<file path="config.mk">
export PLATFORM = sky130hd
export DESIGN_NAME = bus_deserializer
export DESIGN_NICKNAME = d
export VERILOG_FILES = /design/src/rtl/bus_deserializer_pkg.sv /design/src/rtl/bus_deserializer.sv
export SDC_FILE = /design/constraint.sdc
export NUM_CORES = 1
export LEC_CHECK = 0
export CORE_MARGIN = 2
export CORE_UTILIZATION = 48
export DETAILED_ROUTE_END_ITERATION = 8
export PLACE_DENSITY = 0.82
export SKIP_CTS_REPAIR_TIMING = 1
export SYNTH_ARGS = -nofsm -noshare
export SYNTH_HDL_FRONTEND = slang
export SYNTH_SLANG_ARGS = --single-unit
</file>
<file path="constraint.sdc">
create_clock -name clk -period 2.8 [get_ports clk]
set_clock_uncertainty 0.15 [all_clocks]
set_input_delay 0.56 -clock clk [delete_from_list [all_inputs] [get_ports clk]]
set_output_delay 0.56 -clock clk [all_outputs]
set_load 0.005 [all_outputs]
</file>
<file path="src/rtl/bus_deserializer_pkg.sv">
// Shared types and helpers for the serial-to-parallel bus deserializer.
package bus_deserializer_pkg;

   localparam int unsigned DEFAULT_WIDTH = 4;
   localparam int unsigned MAX_WIDTH     = 64;

   typedef enum logic {
      COLLECT = 1'b0,
      PEND    = 1'b1
   } state_t;

   // Keep only the lowest 'count' bits of a word; upper bits forced to zero.
   function automatic logic [MAX_WIDTH-1:0] mask_word(input logic [MAX_WIDTH-1:0] word,
                                                     input int unsigned          count);
      logic [MAX_WIDTH-1:0] mask;
      mask = '0;
      for (int unsigned i = 0; i < MAX_WIDTH; i++) begin
         if (i < count) mask[i] = 1'b1;
      end
      return word & mask;
   endfunction

endpackage

</file>
<file path="src/rtl/bus_deserializer.sv">
// Collects a serial bit stream into WIDTH-bit words with valid/ready on both sides;
// frames closed early by SerLast are emitted as zero-padded partial words.
module bus_deserializer
   import bus_deserializer_pkg::*;
#(
   parameter int unsigned WIDTH = DEFAULT_WIDTH,
   parameter int unsigned CNT_W = $clog2(WIDTH + 1)
) (
   input  logic             clk,
   input  logic             rst_n,
   input  logic             SerIn,
   input  logic             SerValid,
   input  logic             SerLast,
   output logic             SerReady,
   output logic [WIDTH-1:0] BusOut,
   output logic             BusValid,
   input  logic             BusReady,
   output logic [CNT_W-1:0] BusCount,
   output logic             BusPartial
);

   state_t           state_q;
   logic [WIDTH-1:0] asm_q;
   logic [CNT_W-1:0] cnt_q;
   logic             ser_ready_q;
   logic [WIDTH-1:0] bus_out_q;
   logic             bus_valid_q;
   logic [CNT_W-1:0] bus_count_q;
   logic             bus_partial_q;

   logic             accept_c;
   logic             drain_c;
   logic             out_free_c;
   logic             done_c;
   logic [CNT_W-1:0] cnt_inc_c;
   logic [WIDTH-1:0] asm_nxt_c;
   logic [WIDTH-1:0] load_word_c;
   logic [WIDTH-1:0] pend_word_c;

   // Handshake decode and the word as it would look with the current bit merged in.
   always_comb begin
      accept_c    = SerValid && (state_q == COLLECT);
      drain_c     = bus_valid_q && BusReady;
      out_free_c  = !bus_valid_q || BusReady;
      cnt_inc_c   = cnt_q + CNT_W'(1);
      asm_nxt_c   = asm_q | (WIDTH'(SerIn) << cnt_q);
      done_c      = accept_c && ((cnt_inc_c == CNT_W'(WIDTH)) || SerLast);
      load_word_c = WIDTH'(mask_word(MAX_WIDTH'(asm_nxt_c), 32'(cnt_inc_c)));
      pend_word_c = WIDTH'(mask_word(MAX_WIDTH'(asm_q), 32'(cnt_q)));
   end

   // In PEND the counter keeps the finished word's length until it can be loaded.
   always_ff @(posedge clk) begin
      if (!rst_n) begin
         state_q       <= COLLECT;
         asm_q         <= '0;
         cnt_q         <= '0;
         ser_ready_q   <= 1'b1;
         bus_out_q     <= '0;
         bus_valid_q   <= 1'b0;
         bus_count_q   <= '0;
         bus_partial_q <= 1'b0;
      end else begin
         case (state_q)
            COLLECT: begin
               if (done_c && out_free_c) begin
                  bus_out_q     <= load_word_c;
                  bus_valid_q   <= 1'b1;
                  bus_count_q   <= cnt_inc_c;
                  bus_partial_q <= (cnt_inc_c < CNT_W'(WIDTH));
                  asm_q         <= '0;
                  cnt_q         <= '0;
               end else begin
                  if (accept_c) begin
                     asm_q <= asm_nxt_c;
                     cnt_q <= cnt_inc_c;
                  end
                  if (done_c) begin
                     state_q     <= PEND;
                     ser_ready_q <= 1'b0;
                  end
                  if (drain_c) bus_valid_q <= 1'b0;
               end
            end
            PEND: begin
               if (drain_c) begin
                  bus_out_q     <= pend_word_c;
                  bus_valid_q   <= 1'b1;
                  bus_count_q   <= cnt_q;
                  bus_partial_q <= (cnt_q < CNT_W'(WIDTH));
                  asm_q         <= '0;
                  cnt_q         <= '0;
                  state_q       <= COLLECT;
                  ser_ready_q   <= 1'b1;
               end
            end
         endcase
      end
   end

   assign SerReady   = ser_ready_q;
   assign BusOut     = bus_out_q;
   assign BusValid   = bus_valid_q;
   assign BusCount   = bus_count_q;
   assign BusPartial = bus_partial_q;

endmodule

</file>
==> results.md, run 1 <==
- Mapped Cells: 108
- Syn avg cell area: 9.62 µm²
- Chip width: 50.5 µm
- Final nets: 130
- GPL Wtd Cong: 0.802
- Slew headroom: 0.577
- TNS Setup: 0 ps
- Fin. Hold Viols: 0
- Full die area: 2550 µm²
- Slowest CP cell: a221o_1
- Number of cell rows: 16
- Number of enable flip-flop cells after synthesis: 0
- Setup ws final: 584 ps
- Finished Layout Cells: 149
- Final period util: 0.792
- Num CTS Buffers: 3
- First-pass GRT wire length: 3350 µm
- #FFs+latches synth: 18
- Clk slew on worst S/H paths: 110 ps
- Kind of capture point of the worst setup path: flip-flop
- Post-route ant nets: 0
- Leakage: 0.473 nW
- Crit Path Category: primary input to flip-flop
- GRT Total Usage: 0.178
- TritonCTS clock tree: built
- Clk root buf: clkbuf_4
- Post-DP HPWL: 1490 µm
- Via density: 5.85
- Vias in the first global route: 779
- Final Core Density: 0.611
- Drt first pass iters: 4
- Grt ovf: 0
- Part of the Yosys area used for sequential elements: 0.347
- Area delta synth->final: 17.8%
- Top_reg_cell synth: dfxtp_1
- RSZ-0062 raised after global routing: false
- Minimum clock period: 2220 ps
- WP data required: 2880 ps
- Pre-CTS setup slack: 295 ps
- Diodes inserted: 0
- Max-slew violation count: 0
- Longest Clk Path Bufs: 2
- Worst-path maximum fanout: 9
- Layout cell share with drive strength beyond 1: 0.164
- Core Footprint: 2000 µm²
- Peak Freq: 0.451 GHz
- Die height: 50.5 µm
- Synth async-reset ratio: 0
- Initial antenna violation count: 0
- Ys Warns: 0
- # H-tree levels: 1
- Syn_nets: 115
- PD cells: 438 nW/µm²
- Critical Path AT: 2300 ps
- Total number of vias: 872
- I/O Buffers: 15
- Initial Utilization: 0.519
- Setup violators final: 0
- Status: complete, no violations
- DR WL/cell: 13.7 µm
- HP Class: flip-flop to flip-flop
- # DRC: 0
- Worst-Skew Late Latency: 300 ps
- Max-cap viol count: 0
- Largest net degree at the start of global routing: 19
- Setup crit start kind: primary input
- CP max stage delay: 560 ps
- CP Cell Sequence: clkdlybuf4s50_1 -> nor2b_1 -> a221o_1 -> a21oi_1 -> a311oi_2
- Peak supply drop: 0.000253 V
- Yosys cell types: 39
- Initial DRC Count: 16
- Total Wirelength: 2040 µm
- Worst-Margin Slew: 632 ps
- Placed insts: 145
- Mapped Area: 1040 µm²
- Ports: 16
- Clock tree sinks: 18
[layer usage]
layer / share of wire / track usage / vias to the layer above / routed length (µm)
met4: 0.029 / 0.108 / 0 / 59
met3: 0.035 / 0.0387 / 7 / 71
li1: - / - / 427 / -
met2: 0.52 / 0.318 / 23 / 1060
met1: 0.42 / 0.190 / 415 / 852
met5: 0 / 0 / - / 0
[layout by cell type (no fill, tap or decap), types with 3 or more instances in the layout]
| cell | Yosys | layout |
|---|---|---|
| a311oi_2 | 4 | 4 |
| nand2_1 | 12 | 12 |
| o211a_1 | 3 | 3 |
| clkdlybuf4s50_1 | 0 | 15 |
| a21oi_2 | 3 | 3 |
| mux2i_1 | 6 | 6 |
| clkbuf_4 | 0 | 3 |
| a31oi_1 | 3 | 3 |
| dfxtp_1 | 18 | 18 |
| buf_4 | 2 | 4 |
| a21oi_1 | 9 | 9 |
| nor3_1 | 3 | 3 |
| inv_1 | 4 | 4 |
| nor2_1 | 4 | 4 |
[flip-flops by register name, summed over array words and instances (netlist names)]
| register | cells |
|---|---|
| BusCount | 3 |
| BusOut | 4 |
| BusPartial | 1 |
| BusValid | 1 |
| SerReady | 1 |
| asm_q | 4 |
| cnt_q | 3 |
| state_q | 1 |
[cells by family (layout without fill, tap and decap cells)]
group	Yosys count	in the layout	synth area share
multiplexers	6	6	0.0578
buffers and inverters	13	27	0.0771
flip-flops	18	18	0.347
XOR/XNOR	3	3	0.0434
AND/OR/NAND/NOR	32	32	0.181
adder cells (fa/ha/maj)	1	1	0.0120
AO/OA/AOI/OAI	35	35	0.282
[worst max-delay path: cells and delay by family]
family / cells / cell delay, ps
simple gates: 1 / 240
compound gates: 3 / 960
buf+inv: 1 / 540
[final timing paths]
kind / from / end / slack (ps) / cells after the start
worst max register to register: cnt_q[0]$_SDFFE_PN0P_ / BusOut[0]$_SDFFE_PN0P_ / 630 / 5
worst min-delay path: BusOut[3]$_SDFFE_PN0P_ / BusOut[3]$_SDFFE_PN0P_ / 320 / 2
worst max-delay path: SerValid / BusOut[0]$_SDFFE_PN0P_ / 580 / 5
worst min register to register: BusOut[3]$_SDFFE_PN0P_ / BusOut[3]$_SDFFE_PN0P_ / 320 / 2
[layout make-up]
class / count / area [µm²]
Fill cell: 170 / 778
Multi-Input combinational cell: 77 / 598
Sequential cell: 18 / 360
Timing Repair Buffer: 19 / 180
Clock buffer: 4 / 36.3
Tap cell: 27 / 33.8
Inverter: 4 / 15.0
[cells in the mapped netlist, types with 3 or more instances]
cell	instances	share of area
dfxtp_1	18	0.35
nand2_1	12	0.043
a21oi_1	9	0.043
mux2i_1	6	0.058
a311oi_2	4	0.058
inv_1	4	0.014
nor2_1	4	0.014
a21oi_2	3	0.025
a31oi_1	3	0.018
buf_6	3	0.033
clkbuf_1	3	0.011
nor3_1	3	0.014
o211a_1	3	0.029
[report_power, final]
group,leakage (nW),internal (W),total (W),switching [W]
logic,0.305,0.0000484,0.0000952,0.0000468
clock network,0.0210,0.0000794,0.000165,0.0000856
registers,0.147,0.000267,0.000276,0.00000909
total,0.473,0.000395,0.000536,0.000141
[per-stage QoR]
stage / total power, W / area (µm²) / hold WS, ps
2_1_floorplan: 0.000344 / 1040 / 295
3_3_place_gp: 0.000374 / 1190 / 296
3_5_place_dp: 0.000377 / 1190 / 310
4_1_cts: 0.000542 / 1220 / 325
5_1_grt: 0.000562 / 1220 / 354
6_report: 0.000536 / 1220 / 321
(Power assumes the default switching activity.)
==> run 2, diff against run 1 <==
- clock period: 2.8 -> 2.1 ns (I/O delays scaled with it)
==> run 2 against run 1 <==
Net effect: hold slack got worse by 5.9 ps; clock power grew 31%; wire length increased by 5.0%; critical path type is now flip-flop to flip-flop; register-to-register slack worse by 430 ps; critical endpoint is now BusOut[3]$_SDFFE_PN0P_; final area rose by 5.5%; count of clock-buffer cells in the layout unchanged; via count grew 4.0%; non-clock buffer count up 9.
==> results.md, run 2 (synthesis results as in run 1) <==
- Worst R2R Start: cnt_q[1]$_SDFFE_PN0P_
- Pre-CTS setup slack: -22.2 ps (-318 ps)
- Slowest CP cell: dfxtp_1
- Fin. Hold Viols: 0 (unchanged)
- Final nets: 139 (+6.9%)
- GPL Wtd Cong: 0.864 (+7.7%)
- Total number of vias: 907 (+4.0%)
- Total Wirelength: 2140 µm (+5.0%)
- Leakage: 0.519 nW (+9.6%)
- WP data required: 2180 ps (-700 ps)
- Layout cell share with drive strength beyond 1: 0.221 (+0.0574)
- TritonCTS clock tree: built
- Slew headroom: 0.804 (+0.227)
- Clock tree sinks: 18 (unchanged)
- First-pass GRT wire length: 3880 µm (+16%)
- Via density: 5.74 (-1.9%)
- Largest net degree at the start of global routing: 14 (-5)
- Pwr Total: 0.000725 W (+35%)
- Status: complete, no violations
- Filler cells: 164 (-3.5%)
- Finished Layout Cells: 158 (+6.0%)
- Multi-input gate area: 598 µm² (unchanged)
- # H-tree levels: 1 (unchanged)
- I/O Buffers: 15 (unchanged)
- Ports: 16 (unchanged)
- Vias in the first global route: 909 (+17%)
- HP Class: flip-flop to flip-flop
- Uppermost layer routed: met4
- Kind of capture point of the worst setup path: flip-flop
- Longest Clk Path Bufs: 2 (unchanged)
- TNS Setup: 0 ps (unchanged)
- Drt first pass iters: 4 (unchanged)
- DR WL/cell: 13.5 µm (-0.98%)
- Die height: 50.5 µm (unchanged)
- Setup violators final: 0 (unchanged)
- Minimum clock period: 1900 ps
- Peak supply drop: 0.000301 V (+19%)
- Crit. Startpoint: cnt_q[1]$_SDFFE_PN0P_
- Number of cell rows: 16 (unchanged)
- CP Cell Sequence: ha_1 -> and4bb_2 -> a221o_1 -> buf_4 -> nand2_8 -> mux2i_1
- Setup ws final: 196 ps (-387 ps)
- Min-delay src: BusPartial$_SDFFE_PN0P_
- Area delta synth->final: 24.3%
- Placed insts: 154 (+6.2%)
- Post-route ant nets: 0 (unchanged)
- Met3 wire len: 69 µm (-2.8%)
- GRT Total Usage: 0.201 (+0.0230)
- Diodes inserted: 0 (unchanged)
- Cell family with most CP delay: simple AND/OR/NAND/NOR gates
- Full die area: 2550 µm² (unchanged)
- Worst-Margin Slew: 294 ps (-337 ps)
- Met1 wire length: 950 µm (+12%)
- Core Footprint: 2000 µm² (unchanged)
- Register Area: 360 µm² (unchanged)
- Worst-path maximum fanout: 8 (-1)
- Max-cap viol count: 0 (unchanged)
- Most frequent cells in the layout: dfxtp_1, clkdlybuf4s50_1, buf_4, nand2_1, a21oi_1
- Initial antenna violation count: 0 (unchanged)
- Routed wl met2: 1040 µm (-1.1%)
- Initial Utilization: 0.519 (unchanged)
- # DRC: 0 (unchanged)
- Num CTS Buffers: 3 (unchanged)
- Initial DRC Count: 18 (+2)
- Crit Path Category: flip-flop to flip-flop
- Setup crit start kind: flip-flop
- Grt ovf: 0 (unchanged)
- WHS: 315 ps (-5.87 ps)
- PD cells: 562 nW/µm² (+28%)
- Critical Path AT: 1980 ps (-320 ps)
- Peak Freq: 0.525 GHz
- CP max stage delay: 330 ps (-230 ps)
- Max-slew violation count: 0 (unchanged)
- Worst-Skew Late Latency: 300 ps (about the same)
- Final period util: 0.907
- Clk root buf: clkbuf_4
- Most common cell after layout, fill and taps aside: dfxtp_1
- Buf/Inv on CP: 1 (unchanged)
- Clk slew on worst S/H paths: 110 ps (about the same)
- RSZ-0062 raised after global routing: false
- Chip width: 50.5 µm (unchanged)
run 2: power breakdown:
group,switching [W],internal (W)
clock,0.000111,0.000106
combinational,0.0000674,0.0000750
sequential,0.0000106,0.000356
run 2: final cells by class:
class	instances	area share
Clock buffer	4	0.0281
Tap cell	27	0.0262
Sequential cell	18	0.279
Multi-Input combinational cell	77	0.463
Inverter	4	0.0116
Timing Repair Buffer	28	0.192
run 2: final timing paths:
path | depth (start not counted) | slack [ps] | endpoint
max reg2reg | 6 | 200 | BusOut[3]$_SDFFE_PN0P_
min | 2 | 320 | BusPartial$_SDFFE_PN0P_
max | 6 | 200 | BusOut[3]$_SDFFE_PN0P_
min reg2reg | 2 | 320 | BusPartial$_SDFFE_PN0P_
run 2: worst reg2reg max path, cell delays in order (launching register included):
cell	delay (ps)
dfxtp_1	330
ha_1	310
and4bb_2	240
a221o_1	320
buf_4	200
nand2_8	110
mux2i_1	190
run 2: routing by layer:
| metal | global-route usage | up-vias |
|---|---|---|
| met5 | 0 | - |
| met4 | 0.135 | 0 |
| met3 | 0.0357 | 6 |
| met2 | 0.331 | 25 |
| met1 | 0.237 | 433 |
| li1 | - | 443 |
run 2: metrics by stage:
| step | area, µm² | utilization |
|---|---|---|
| floorplan | 1040 | - |
| CTS | 1290 | 0.645 |
| finish | 1290 | 0.645 |
| detailed placement | 1250 | 0.627 |
| global placement | 1250 | 0.627 |
| global route | 1290 | 0.645 |
